--- config.mk ---
export PLATFORM = sky130hd
export DESIGN_NAME = mist_frame_cnt
export DESIGN_NICKNAME = d
export VERILOG_FILES = /design/src/rtl/mist_frame_pkg.sv /design/src/rtl/mist_vs_qual.sv /design/src/rtl/mist_frame_cnt.sv
export SDC_FILE = /design/constraint.sdc
export NUM_CORES = 1
export LEC_CHECK = 0
export BUFFER_PORTS_ARGS = -buffer_cell sky130_fd_sc_hd__buf_2
export CAP_MARGIN = 25
export CORE_AREA = 3 3 62 86
export DETAILED_ROUTE_END_ITERATION = 7
export DIE_AREA = 0 0 65 89
export GPL_TIMING_DRIVEN = 0
export HOLD_SLACK_MARGIN = 0.06
export PLACE_DENSITY = 0.78
export REMOVE_ABC_BUFFERS = 1
export SYNTH_ARGS = -nofsm -noshare
export SYNTH_HDL_FRONTEND = slang
export SYNTH_SLANG_ARGS = --single-unit
--- constraint.sdc ---
create_clock -name clk -period 2.2 [get_ports clk]
set_input_delay 0.11 -clock clk [delete_from_list [all_inputs] [get_ports clk]]
set_output_delay 0.11 -clock clk [all_outputs]
set_load 0.005 [all_outputs]
--- src/rtl/mist_frame_pkg.sv ---
// Shared types for the MiST frame counter: FSM state encoding and default counter width.
package mist_frame_pkg;

  localparam int unsigned DefaultCw = 32;

  typedef enum logic [1:0] {
    StHold,
    StSettle,
    StRun
  } state_e;

endpackage

--- src/rtl/mist_vs_qual.sv ---
// Vertical-sync falling-edge qualifier: an edge counts only after VS_MIN consecutive high cycles.
module mist_vs_qual #(
  parameter int unsigned VS_MIN = 4
) (
  input  logic clk,
  input  logic rst,
  input  logic vs,
  output logic qe
);

  localparam int unsigned HW = (VS_MIN < 1) ? 1 : $clog2(VS_MIN + 1);
  localparam logic [HW-1:0] HiMax = HW'(VS_MIN);

  logic [HW-1:0] hi_cnt_q, hi_cnt_d;
  logic          vs_dly_q;

  // Saturating run length of vs-high samples; any low sample restarts it.
  always_comb begin
    hi_cnt_d = '0;
    if (vs) begin
      hi_cnt_d = (hi_cnt_q == HiMax) ? hi_cnt_q : hi_cnt_q + 1'b1;
    end
  end

  always_ff @(posedge clk) begin
    if (rst) begin
      hi_cnt_q <= '0;
      vs_dly_q <= 1'b0;
    end else begin
      hi_cnt_q <= hi_cnt_d;
      vs_dly_q <= vs;
    end
  end

  assign qe = vs_dly_q & ~vs & (hi_cnt_q == HiMax);

endmodule

--- src/rtl/mist_frame_cnt.sv ---
// Frame counter for the test-bench dump controller, gated on ROM download.
// Optional dump window strobes are compiled in with MIST_FRAME_DUMP_WINDOW_EN.
module mist_frame_cnt
  import mist_frame_pkg::*;
#(
  parameter int unsigned CW            = DefaultCw,
  parameter int unsigned VS_MIN        = 4,
  parameter int unsigned SETTLE_FRAMES = 2
) (
  input  logic          clk,
  input  logic          rst,
  input  logic          vs,
  input  logic          downloading,
  input  logic [CW-1:0] dump_start,
  input  logic [CW-1:0] dump_stop,
  output logic [CW-1:0] frame_cnt,
  output logic          frame_tick,
  output logic          running,
  output logic          dump_trig,
  output logic          dump_on
);

  localparam int unsigned SW = (SETTLE_FRAMES < 1) ? 1 : $clog2(SETTLE_FRAMES + 1);
  localparam logic [SW-1:0] SettleInit = SW'(SETTLE_FRAMES);

  logic qe;

  state_e        state_q, state_d;
  logic [SW-1:0] settle_cnt_q, settle_cnt_d;
  logic [CW-1:0] cnt_q, cnt_d, cnt_inc;
  logic          tick_q, tick_d;
  logic          running_q, running_d;
  logic          trig_q, trig_d;
  logic          on_q, on_d;

  mist_vs_qual #(
    .VS_MIN (VS_MIN)
  ) u_vs_qual (
    .clk (clk),
    .rst (rst),
    .vs  (vs),
    .qe  (qe)
  );

  always_comb begin
    state_d      = state_q;
    settle_cnt_d = settle_cnt_q;
    cnt_d        = cnt_q;
    cnt_inc      = cnt_q + 1'b1;
    tick_d       = 1'b0;
    trig_d       = 1'b0;
    on_d         = on_q;

    // Download wins over any edge seen in the same cycle.
    if (downloading) begin
      state_d = StHold;
      cnt_d   = '0;
      on_d    = 1'b0;
    end else begin
      unique case (state_q)
        StHold: begin
          cnt_d = '0;
          on_d  = 1'b0;
          if (SETTLE_FRAMES == 0) begin
            state_d = StRun;
          end else begin
            state_d      = StSettle;
            settle_cnt_d = SettleInit;
          end
        end
        StSettle: begin
          if (qe) begin
            settle_cnt_d = settle_cnt_q - 1'b1;
            if (settle_cnt_q == SW'(1)) begin
              state_d = StRun;
            end
          end
        end
        StRun: begin
          if (qe) begin
            cnt_d  = cnt_inc;
            tick_d = 1'b1;
`ifdef MIST_FRAME_DUMP_WINDOW_EN
            // Start takes priority so an empty window still triggers once.
            if (cnt_inc == dump_start) begin
              trig_d = 1'b1;
              on_d   = (dump_start != dump_stop);
            end else if (cnt_inc == dump_stop) begin
              on_d = 1'b0;
            end
`endif
          end
        end
        default: state_d = StHold;
      endcase
    end

    running_d = (state_d == StRun);
  end

  always_ff @(posedge clk) begin
    if (rst) begin
      state_q      <= StHold;
      settle_cnt_q <= '0;
      cnt_q        <= '0;
      tick_q       <= 1'b0;
      running_q    <= 1'b0;
      trig_q       <= 1'b0;
      on_q         <= 1'b0;
    end else begin
      state_q      <= state_d;
      settle_cnt_q <= settle_cnt_d;
      cnt_q        <= cnt_d;
      tick_q       <= tick_d;
      running_q    <= running_d;
      trig_q       <= trig_d;
      on_q         <= on_d;
    end
  end

`ifndef MIST_FRAME_DUMP_WINDOW_EN
  logic unused_dump_cfg;
  assign unused_dump_cfg = ^{dump_start, dump_stop};
`endif

  assign frame_cnt  = cnt_q;
  assign frame_tick = tick_q;
  assign running    = running_q;
  assign dump_trig  = trig_q;
  assign dump_on    = on_q;

endmodule
==> flow_summary_export.csv <==
group,metric,value,unit
run_status,status,"completed",
global_route,grt_max_degree,23,
global_route,grt_pass1_vias,1852,
layout,final_cells,345,
sta,finalSetupViolations,0,
floorplan,die_area,5785,sq um
route,totalWireLength,4.612,mm
cts,htree_levels,2,
route,drc,0,
power,p_leak,0.8615,nW
floorplan,io_pins,104,
global_route,antenna_found_initial,0,
critical_path,path_class,"register to register",
cts,tritoncts,"built",
floorplan,rows,29,
critical_path,cpLargestDelayFamily,"simple AND/OR/NAND/NOR gates",
placed_design,placed_area,2276,sq um
layout,area_growth,16.18,%
critical_path,cp_slowest_cell,"or4_1",
sta,post-route-period-util,0.9399,
route,ant_nets,0,
power,combPwrFrac,0.033,
power,p_seq_frac,0.582,
cts,cts-root-buf,"clkbuf_8",
synthesis,yosysSeqAreaShare,0.4012,
placed_design,hpwlAfterDp,3.085,mm
sta,finalCriticalPeriod,2.068,ns
power,p_int,1.006,mW
critical_path,end_kind,"register",
synthesis,ys_ff_latch,42,
floorplan,core,4608,sq um
placed_design,dp_slack,-0.2849,ns
sta,rsz0062_at_grt,"no",
job,drv_cap,0,
power,ir_worst_vdd,0.4984,mV
synthesis,synth_flop_cell,"dfxtp_1",
cts,cts_sinks,42,
route,initialDrtViolationCount,110,
critical_path,cpPeakStageDelay,0.52,ns
synthesis,postSynthCellCount,250,
layout,layout.nets,354,
sta,fin_ws,0.1321,ns
sta,tns,0,ns
layout,final_common_cell,"dfxtp_1",
critical_path,crit_path_max_fanout,22,
synthesis,async_flop_share,0,
critical_path,cp_cell_sequence,"inv_1, ha_4, nand4b_1, a211o_4, or4_1, a21oi_1",
power,clockPowerShare,0.385,
floorplan,die_height,89,um
floorplan,die_x,65,um
critical_path,crit_arrival,2.30,ns
route,vias_per_cell,5.641,
power,power_density,543.8,nW/um^2
cts,clk_latency,0.30,ns
synthesis,synth_area,2096,sq um
layout,antenna_cells,0,
hold_path,hold_path.class,"input pin to register",
sta,fmax,483.6,MHz
global_route,grt_pass1_wl,7.935,mm
floorplan,initial_core_util,0.4548,
cts,cts_buffer_depth,2,
global_route,grt_use_total,0.1695,
layout,drive_gt1_frac,0.1979,
sta,finalMaxSlewViolations,0,
layout,design_area,2435,sq um
synthesis,synth_edf_count,0,
route,firstDrtPassIters,4,
route,vias,1946,
layout,layout_common_cells,"dfxtp_1 (42), buf_2 (37), nand2_1 (21), a21oi_1 (20), or3_1 (20)",
layout,final_util,0.5284,
sta,hold_viol,0,
critical_path,startpoint_type,"register",
sta,worstMarginPinSlew,0.8339,ns
synthesis,syn_avg_cell_area,8.383,sq um
placed_design,place_congestion,0.7276,
placed_design,dp_cells,332,
route,wl_per_cell,13.37,um
sta,slew_headroom,0.4420,
critical_path,crit_required,2.43,ns
placed_design,io_buffers,37,
power,switching_share,0.2402,
cts,cts_buffers,5,
critical_path,crit_buf_inv,1,
global_route,grt_overflow,0,
synthesis,yosysWarnings,0,
sta,fin_skew,0.005666,ns
cts,clk_pin_slew,0.09,ns
synthesis,yosysUniqueCellTypes,40,
power,p_switching,318.1,uW
power by group through the flow:
stage	clock (mW)	combinational (mW)	sequential, mW
finish	0.510	0.0440	0.770
global route	0.549	0.0505	0.772
CTS	0.521	0.0410	0.770
detailed placement	0	0.0398	0.788
global placement	0	0.0380	0.788
floorplan	0	0.0274	0.787
cell type report:
cell class,instances,area (sq um)
clock inverters,3,21.27
fillers,461,2173
repair buffers,42,225.2
clock buffers,5,68.82
well taps,62,77.57
inverters,9,33.78
multi-input cells,182,1167
flip-flops and latches,42,840.8
worst reg2reg max path, delay by kind of cell (launching register included):
kind	cells	cell delay, ns
and+or+nand+nor	2	0.74
DFF	1	0.35
adders and majority gates	1	0.16
AOI/OAI and AO/OA	2	0.65
buffers and inverters	1	0.10
final timing paths:
| path | start | to | slack, ns | cells after the start |
|---|---|---|---|---|
| worst max-delay path | u_vs_qual.hi_cnt_q[0]$_SDFFE_PP0P_ | frame_cnt[19]$_SDFFE_PP0P_ | 0.13 | 6 |
| worst min-delay path | downloading | state_q[0]$_SDFF_PP0_ | 0.08 | 3 |
| worst max register to register | u_vs_qual.hi_cnt_q[0]$_SDFFE_PP0P_ | frame_cnt[19]$_SDFFE_PP0P_ | 0.13 | 6 |
| worst min register to register | frame_cnt[31]$_SDFFE_PP0P_ | frame_cnt[31]$_SDFFE_PP0P_ | 0.47 | 2 |
per-stage QoR:
step	total power, mW	hold slack (ns)
3_3_place_gp	0.8258	0.3281
4_1_cts	1.332	0.06845
5_1_grt	1.371	0.1028
6_report	1.324	0.07817
3_5_place_dp	0.8279	0.3312
2_1_floorplan	0.8141	0.1815
cell usage after synthesis, drive strengths merged (4+ instances only):
| cell | number | area (sq um) |
|---|---|---|
| dfxtp | 42 | 840.8 |
| nand2 | 21 | 78.83 |
| a21oi | 20 | 100.1 |
| or3 | 20 | 125.1 |
| nor2 | 14 | 52.55 |
| clkbuf | 11 | 41.29 |
| mux2i | 11 | 110.1 |
| nand3 | 11 | 55.05 |
| nor4 | 10 | 62.56 |
| inv | 9 | 33.78 |
| o21ai | 8 | 40.04 |
| buf | 7 | 45.03 |
| o31ai | 7 | 52.55 |
| or4 | 7 | 52.55 |
| nand4 | 6 | 43.79 |
| and3 | 5 | 31.28 |
| xnor2 | 5 | 43.79 |
| ha | 4 | 50.05 |
| nand4b | 4 | 35.03 |
cells by family (layout without fill, tap and decap cells):
kind of cell	after synthesis	count (layout)	share of synthesized area
other	1	2	0.001789
DFF	42	42	0.4012
xor gates and xnor gates	5	5	0.02089
buffers and inverters	27	59	0.05731
adders and majority gates	4	4	0.02388
AOI/OAI and AO/OA	46	46	0.1314
and+or+nand+nor	113	113	0.3057
muxes	12	12	0.05791
flip-flops by register name, indices dropped and copies added (netlist names):
register and flops:
frame_cnt 32, frame_tick 1, settle_cnt_q 2, running 1, u_vs_qual.hi_cnt_q 3, state_q 2, u_vs_qual.vs_dly_q 1
metal layers:
metal / part of all wire / track usage / routed length (um) / vias to the layer above
met4: 0.014 / 0.06346 / 66 / 0
li1: - / - / - / 968
met2: 0.49 / 0.3073 / 2255 / 50
met3: 0.058 / 0.04277 / 268 / 8
met5: 0 / 0 / 0 / -
met1: 0.44 / 0.1905 / 2022 / 920
repair_timing:
item / in CTS / in global routing
setup endpoints to repair: 22 / 18
hold buffers: 1 / 0
cloned: 0 / 0
hold endpoints to repair: 2 / 0
gates resized for setup: 1 / 5
pin swaps: 1 / 1
setup buffers: 3 / 1
Note: power is estimated with default switching activity, not from simulation.
